<file path="src/rtl/immgen_pipe.sv">
`timescale 1ns/1ps
`default_nettype none
// +----------------------------------------------------------------------------+
// | Module      : immgen_pipe                                                  |
// | Description : Elastic RV32/RV64 immediate generator. Decodes the I, S, B,  |
// |               U, J and shift-amount immediate forms from a 32-bit          |
// |               instruction word, sign-extends to XLEN, and buffers the      |
// |               result in a 2-entry valid/ready queue for the execute-stage  |
// |               operand mux.                                                 |
// | Revision    : 1.0 - initial release                                        |
// +----------------------------------------------------------------------------+
// | Parameters                                                                 |
// |   XLEN        : output width, 32 or 64                                     |
// |   AUTO_DECODE : 1 = format from instr[6:0] (sel ignored), 0 = use sel      |
// | Ports                                                                      |
// |   clk         : rising-edge clock                                          |
// |   reset       : synchronous active-high reset, overrides all handshakes    |
// |   in_valid    : instr/sel present                                          |
// |   in_ready    : queue can accept this cycle (low during reset)             |
// |   instr       : instruction word                                           |
// |   sel         : 000 I, 001 S, 010 B, 011 U, 100 J, 101 SHAMT, 11x illegal  |
// |   out_valid   : head entry valid                                           |
// |   out_ready   : consumer takes the head entry this cycle                   |
// |   immout      : head immediate (0 when queue empty)                        |
// |   illegal     : head entry had an unsupported format/opcode                |
// +----------------------------------------------------------------------------+
module immgen_pipe #(
    parameter int XLEN        = 32,
    parameter bit AUTO_DECODE = 1'b0
) (
    input  logic            clk,
    input  logic            reset,
    input  logic            in_valid,
    output logic            in_ready,
    input  logic [31:0]     instr,
    input  logic [2:0]      sel,
    output logic            out_valid,
    input  logic            out_ready,
    output logic [XLEN-1:0] immout,
    output logic            illegal
);

    // Format codes shared by the sel input and the auto decoder
    localparam logic [2:0] c_fmt_i     = 3'b000;
    localparam logic [2:0] c_fmt_s     = 3'b001;
    localparam logic [2:0] c_fmt_b     = 3'b010;
    localparam logic [2:0] c_fmt_u     = 3'b011;
    localparam logic [2:0] c_fmt_j     = 3'b100;
    localparam logic [2:0] c_fmt_shamt = 3'b101;
    localparam logic [2:0] c_fmt_ill   = 3'b110;

    // Major opcodes recognised in auto mode
    localparam logic [6:0] c_op_imm    = 7'b0010011;
    localparam logic [6:0] c_op_load   = 7'b0000011;
    localparam logic [6:0] c_op_jalr   = 7'b1100111;
    localparam logic [6:0] c_op_store  = 7'b0100011;
    localparam logic [6:0] c_op_branch = 7'b1100011;
    localparam logic [6:0] c_op_lui    = 7'b0110111;
    localparam logic [6:0] c_op_auipc  = 7'b0010111;
    localparam logic [6:0] c_op_jal    = 7'b1101111;

    // RV64 shifts use a 6-bit shamt, RV32 only 5 bits (instr[25] ignored)
    localparam logic [31:0] c_shamt_mask = (XLEN == 64) ? 32'h0000_003F : 32'h0000_001F;

    localparam logic [1:0] c_count_full = 2'd2;

    // ------------------------------------------------------------------
    // Format selection
    // ------------------------------------------------------------------
    logic [2:0] w_fmt;

    generate
        if (AUTO_DECODE) begin : g_auto_fmt
            logic w_unused_sel;
            assign w_unused_sel = ^sel;

            always_comb begin
                w_fmt = c_fmt_ill;
                case (instr[6:0])
                    // OP-IMM: funct3 001 (slli) and 101 (srli/srai) share
                    // instr[13:12]==01 and carry a shift amount instead
                    c_op_imm:    w_fmt = (instr[13:12] == 2'b01) ? c_fmt_shamt : c_fmt_i;
                    c_op_load:   w_fmt = c_fmt_i;
                    c_op_jalr:   w_fmt = c_fmt_i;
                    c_op_store:  w_fmt = c_fmt_s;
                    c_op_branch: w_fmt = c_fmt_b;
                    c_op_lui:    w_fmt = c_fmt_u;
                    c_op_auipc:  w_fmt = c_fmt_u;
                    c_op_jal:    w_fmt = c_fmt_j;
                    default:     w_fmt = c_fmt_ill;
                endcase
            end
        end else begin : g_sel_fmt
            logic w_unused_opcode;
            assign w_unused_opcode = ^instr[6:0];
            assign w_fmt = sel;
        end
    endgenerate

    // ------------------------------------------------------------------
    // Immediate decode, built at 32 bits then sign-extended to XLEN.
    // SHAMT has bit 31 clear, so sign extension leaves it zero-extended.
    // ------------------------------------------------------------------
    logic [31:0]     w_imm32;
    logic            w_ill;
    logic [XLEN-1:0] w_imm;

    always_comb begin
        w_imm32 = '0;
        w_ill   = 1'b0;
        case (w_fmt)
            c_fmt_i:     w_imm32 = {{20{instr[31]}}, instr[31:20]};
            c_fmt_s:     w_imm32 = {{20{instr[31]}}, instr[31:25], instr[11:7]};
            c_fmt_b:     w_imm32 = {{19{instr[31]}}, instr[31], instr[7],
                                    instr[30:25], instr[11:8], 1'b0};
            c_fmt_u:     w_imm32 = {instr[31:12], 12'b0};
            c_fmt_j:     w_imm32 = {{11{instr[31]}}, instr[31], instr[19:12],
                                    instr[20], instr[30:21], 1'b0};
            c_fmt_shamt: w_imm32 = {26'b0, instr[25:20]} & c_shamt_mask;
            default: begin
                w_imm32 = '0;
                w_ill   = 1'b1;
            end
        endcase
    end

    generate
        if (XLEN == 64) begin : g_ext64
            assign w_imm = {{32{w_imm32[31]}}, w_imm32};
        end else begin : g_ext32
            assign w_imm = w_imm32;
        end
    endgenerate

    // ------------------------------------------------------------------
    // 2-entry circular output queue
    // ------------------------------------------------------------------
    logic [XLEN-1:0] r_imm [2];
    logic            r_ill [2];
    logic            r_wr;
    logic            r_rd;
    logic [1:0]      r_count;
    logic            w_push;
    logic            w_pop;

    assign w_push = in_valid && in_ready;
    assign w_pop  = out_valid && out_ready;

    always_ff @(posedge clk) begin
        if (reset) begin
            r_count <= 2'd0;
            r_wr    <= 1'b0;
            r_rd    <= 1'b0;
        end else begin
            if (w_push) begin
                r_wr <= ~r_wr;
            end
            if (w_pop) begin
                r_rd <= ~r_rd;
            end
            case ({w_push, w_pop})
                2'b10:   r_count <= r_count + 2'd1;
                2'b01:   r_count <= r_count - 2'd1;
                default: r_count <= r_count;
            endcase
        end
    end

    // Entry payload is not reset; the count gates it away from the outputs.
    // No push can occur during reset because in_ready is held low then.
    always_ff @(posedge clk) begin
        if (w_push) begin
            r_imm[r_wr] <= w_imm;
            r_ill[r_wr] <= w_ill;
        end
    end

    assign in_ready  = (r_count != c_count_full) && !reset;
    assign out_valid = (r_count != 2'd0);
    assign immout    = out_valid ? r_imm[r_rd] : '0;
    assign illegal   = out_valid ? r_ill[r_rd] : 1'b0;

endmodule
`default_nettype wire
</file>
<file path="config.mk">
export PLATFORM = sky130hd
export DESIGN_NAME = immgen_pipe
export DESIGN_NICKNAME = d
export VERILOG_FILES = /design/src/rtl/immgen_pipe.sv
export SDC_FILE = /design/constraint.sdc
export NUM_CORES = 1
export LEC_CHECK = 0
export BUFFER_PORTS_ARGS = -buffer_cell sky130_fd_sc_hd__buf_2
export CELL_PAD_IN_SITES_DETAIL_PLACEMENT = 1
export CELL_PAD_IN_SITES_GLOBAL_PLACEMENT = 1
export CORE_MARGIN = 4
export CORE_UTILIZATION = 46
export DETAILED_ROUTE_END_ITERATION = 16
export MAX_ROUTING_LAYER = met4
export PLACE_DENSITY = 0.9
export SYNTH_ARGS = -nofsm -noshare
export SYNTH_HDL_FRONTEND = slang
export SYNTH_SLANG_ARGS = --single-unit
</file>
<file path="constraint.sdc">
create_clock -name clk -period 4.24 [get_ports clk]
set_input_delay 0.636 -clock clk [delete_from_list [all_inputs] [get_ports clk]]
set_output_delay 0.636 -clock clk [all_outputs]
set_load 0.02 [all_outputs]
</file>
After elaboration in Yosys (flattened, before gate mapping) --
Memories as Yosys holds them, arrays and structs flattened. A register that Yosys moved wholly into a read port is not among the register bits. Cells that the tools add are included.
Word-level totals: bits in registers 4, output and inout bits 35, logic and storage cells 36, memory bits (writable) 66, memories 2, input bits 39
Operators by class: multiplexer cells 11, bitwise operators 2, equal/unequal tests 8, $add $sub $neg 2, reductions and logical operators 8
Memories:
- r_imm | depth 2, bits a word 32, read ports 1, clocked after memory_dff 1, write ports 1, line 138 | logic [XLEN-1:0] r_imm [2];
- r_ill | depth 2, bits a word 1, read ports 1, clocked after memory_dff 1, write ports 1, line 139 | logic r_ill [2];
Operators by type and width (count):
- case mux 32 bit (6 select lines) | 1
- two-way mux 32 bit | 1
- two-way mux 1 bit | 8
- equality test 3 x 2 -> 1 bit (second input constant) | 2
- equality test 3 bit (second input constant) | 2
- OR reduction 6 bit | 1
- case mux 2 bit (2 select lines) | 1
- nonzero test 2 bit | 2
- equality test 3 x 1 -> 1 bit (second input constant) | 1
- logical AND 1 bit | 3
- zero test 3 bit | 1
- adder 2 x 1 -> 2 bit (second input constant) | 1
- equality test 2 x 1 -> 1 bit (second input constant) | 1
- equality test 2 bit (second input constant) | 1
- != test 2 bit (second input constant) | 1
- inverter 1 bit | 2
- subtractor 2 x 1 -> 2 bit (second input constant) | 1
- zero test 1 bit | 1

Logic depth before layout (Yosys ltp) --
depth after elaboration 5, depth in mapped cells 6, mapped depth without buffers 6

Worst setup path before layout --
No wires, ideal clock.
kind input-to-reg, start point input in_valid, end point memory r_ill[0] (enable), setup slack 1.375 ns, stages on the path 3, buffers on the path 0, data required time 3.817 ns, data arrival time 2.442 ns, setup time 0.423 ns, cells stage by stage inv_1 > or3_1 > nor2_1
On the way: longest elaborated chain between the ends 3
Ends and longest elaborated chain:
- start, declared | line 33 | input logic in_valid,
- logical AND 1 bit | line 146 | assign w_push = in_valid && in_ready;
- two-way mux 1 bit | line 172 | if (w_push) begin
- two-way mux 1 bit (not written as such) | line 174 | r_ill[r_wr] <= w_ill;
- end, declared | line 139
Every way passes these cells.

==> flow_summary.ini <==
[outcome]
status = completed

[cts]
cts_buffers = 9
tritoncts = done
hold_buffers = 0
post_cts_buffers = 0
insertion_delay_ns = 0.34
clkTransAtPathRegs_ns = 0.07
root_buffer = clkbuf_8
h-tree-depth = 3
clock_sinks = 71
cts_resized = 0
clockBufferDepth = 2

[grt]
antenna_found_initial = 0
track_usage = 0.2015
grt.overflow.total = 0
grt_max_degree = 35
grt_pass1_wl_mm = 12.49
grt_pass1_vias = 2294

[setup_path]
criticalPathCategory = reg -> out
critical_path.slowest_cell = dfxtp_2
cp.buffers_inverters = 1
critPathCaptureType = output port
slowest_delay_ns = 1.01
r2r_cells = 5
crit_cells = 3
cp_max_fo = 33
crit_chain = mux2i_1 > nor2_1 > buf_2
crit_arrival_ns = 1.92
cp_top_family = flip-flops
critPathRequiredTime_ns = 3.60
worstSetupStartpointType = flop

[timing]
setup_viol = 0
max_slew_margin = 0.3054
layout_min_cycle_time_ns = 2.555
tightest_slew_ns = 1.042
worst_clock_skew_ns = 0.01257
timing.fmax_mhz = 391.4
setup_tns_ns = 0
worst_slack_ns = 1.685
drv_slew = 0
period_share = 0.6026
rsz0062_at_grt = false
final-hold-violation-count = 0
hold_ws_ns = 0.5255

[logic_synthesis]
avgSynthCellArea_sq_um = 13.16
synth_seq_area_share = 0.6482
syn_nets = 284
yosysWarningCount = 0
yosysTopAreaCell = edfxtp_1
async_flop_share = 0
syn-cell-area_sq_mm = 0.003212
yosysUniqueCellTypes = 29
synth.area.top_cells = edfxtp_1 (62%), mux2i_1 (10%), nor2_1 (4.8%)
ys_ff_latch = 71
netlist_top_cells_count = edfxtp_1 (66), nor2_1 (41), mux2i_1 (33)
synth-edff-count = 66
postSynthCellCount = 244
ys.flop_type = edfxtp_1
yosys.area.top_type_share = 0.6171
synth_most_common_cell = edfxtp_1

[die]
die_x_um = 91.56
io_pins = 74
rows = 30
die_h_um = 91.56
die-area_sq_mm = 0.008383
start_util = 0.4727
core_area_sq_mm = 0.006794

[detailed_routing]
wire_per_inst_um = 19.03
drtIter0Drc = 129
first_pass_iters = 4
drtAntennaViolNets = 0
routed_wl_mm = 7.765
via_count = 2128
drcViolationCount = 0
vias_per_cell = 5.216

[worst_hold_path]
hold_path_depth = 2
hp-class = reg -> reg

[final_layout]
stdcell_area_sq_mm = 0.003817
instances_no_fill = 408
utilization = 0.5619
drive_gt1_frac = 0.2885
diodes = 0
syn2layout_area_growth_pct = 18.85
fin_nets = 347

[place]
pre_cts_ws_ns = 2.012
placed_area_sq_mm = 0.003588
dpl.hpwl_mm = 5.367
io_buffers = 66
dp.cells = 392
routabilityCongestion = 0.7244

[pwr]
p_leak_nw = 1.524
p_per_area_mw_per_mm2 = 576.3
netSwitchingFraction = 0.3308
p_seq_frac = 0.421
pwr-share-clk = 0.288
power_switching_mw = 0.7277
intPower_mw = 1.472
power_mw = 2.200
p_comb_frac = 0.291
ir_drop_mv = 0.2939

[job]
maxCapViolCount = 0
==> cell type report <==
| class | instances | area [sq um] |
|---|---|---|
| fill | 743 | 2977 |
| sequential | 71 | 2083 |
| multi-input combinational | 151 | 1013 |
| timing repair buffer | 69 | 352.8 |
| clock buffer | 12 | 135.1 |
| tap | 96 | 120.1 |
| clock inverter | 4 | 93.84 |
| inverter | 5 | 18.77 |
==> worst min-delay path: stages (launching register included) <==
cell	delay, ns
dfxtp_1	0.33
xor2_1	0.09
nor2_1	0.08
==> sequential cells by signal (all words and copies together), names as in the netlist, named ones only <==
signal   count
r_ill        2
r_wr         1
r_count      2
r_rd         1
r_imm       64
==> worst paths after layout <==
check | slack [ns] | start | end
max reg2reg | 2.35 | r_count[0]$_SDFFE_PP0P_ | r_count[1]$_SDFFE_PP0P_
min reg2reg | 0.53 | r_rd$_SDFFE_PP0P_ | flop
min | 0.53 | r_rd$_SDFFE_PP0P_ | flop
max | 1.69 | flop | immout[18]
==> power groups by stage <==
stage          clock network [mW]  registers (mW)  logic, mW
3_3_place_gp                    0           0.934      0.621
3_5_place_dp                    0           0.944      0.647
5_1_grt                     0.678           0.936      0.702
2_1_floorplan                   0           0.872      0.492
6_report                    0.633           0.926      0.641
4_1_cts                     0.643           0.929      0.653
==> layer usage <==
layer  track usage  wire (um)  up-vias
met5             -          0        -
met3       0.03563        315        6
met1        0.2378       3236     1064
met2        0.3439       4158       45
met4       0.07538         54        0
li1              -          -     1013
==> cell families (layout without fill, tap and decap cells) <==
kind of cell               after synthesis  in the layout  synth area share
muxes                                   34             34            0.1064
and+or+nand+nor                         62             62           0.09350
DFF                                     71             71            0.6482
AOI/OAI and AO/OA                       49             49           0.09583
buffers and inverters                   22             90           0.03779
adders and majority gates                2              2          0.007401
xor gates and xnor gates                 4              4           0.01091
==> cells in the final DEF, fill, tap and decap left out <==
cell	Yosys	routed
a21o_1	10	10
a21oi_1	20	20
a22o_1	5	5
a31o_2	1	1
a32o_1	1	1
and2_1	1	1
and2_4	2	2
and2b_1	5	5
and3_1	1	1
buf_2	7	66
buf_4	0	3
bufinv_16	0	3
clkbuf_1	6	3
clkbuf_8	0	9
clkinv_1	0	1
dfxtp_1	5	4
dfxtp_2	0	1
edfxtp_1	66	66
ha_1	1	1
inv_1	5	5
maj3_2	1	1
mux2_2	1	1
mux2i_1	33	33
nand2_1	1	1
nand3_1	1	1
nor2_1	41	39
nor2_2	0	2
nor2b_1	6	6
nor2b_4	1	1
o21ai_0	4	4
o22ai_1	8	8
or3_1	3	3
xnor2_1	2	2
xor2_1	2	2
(Power assumes the default switching activity.)
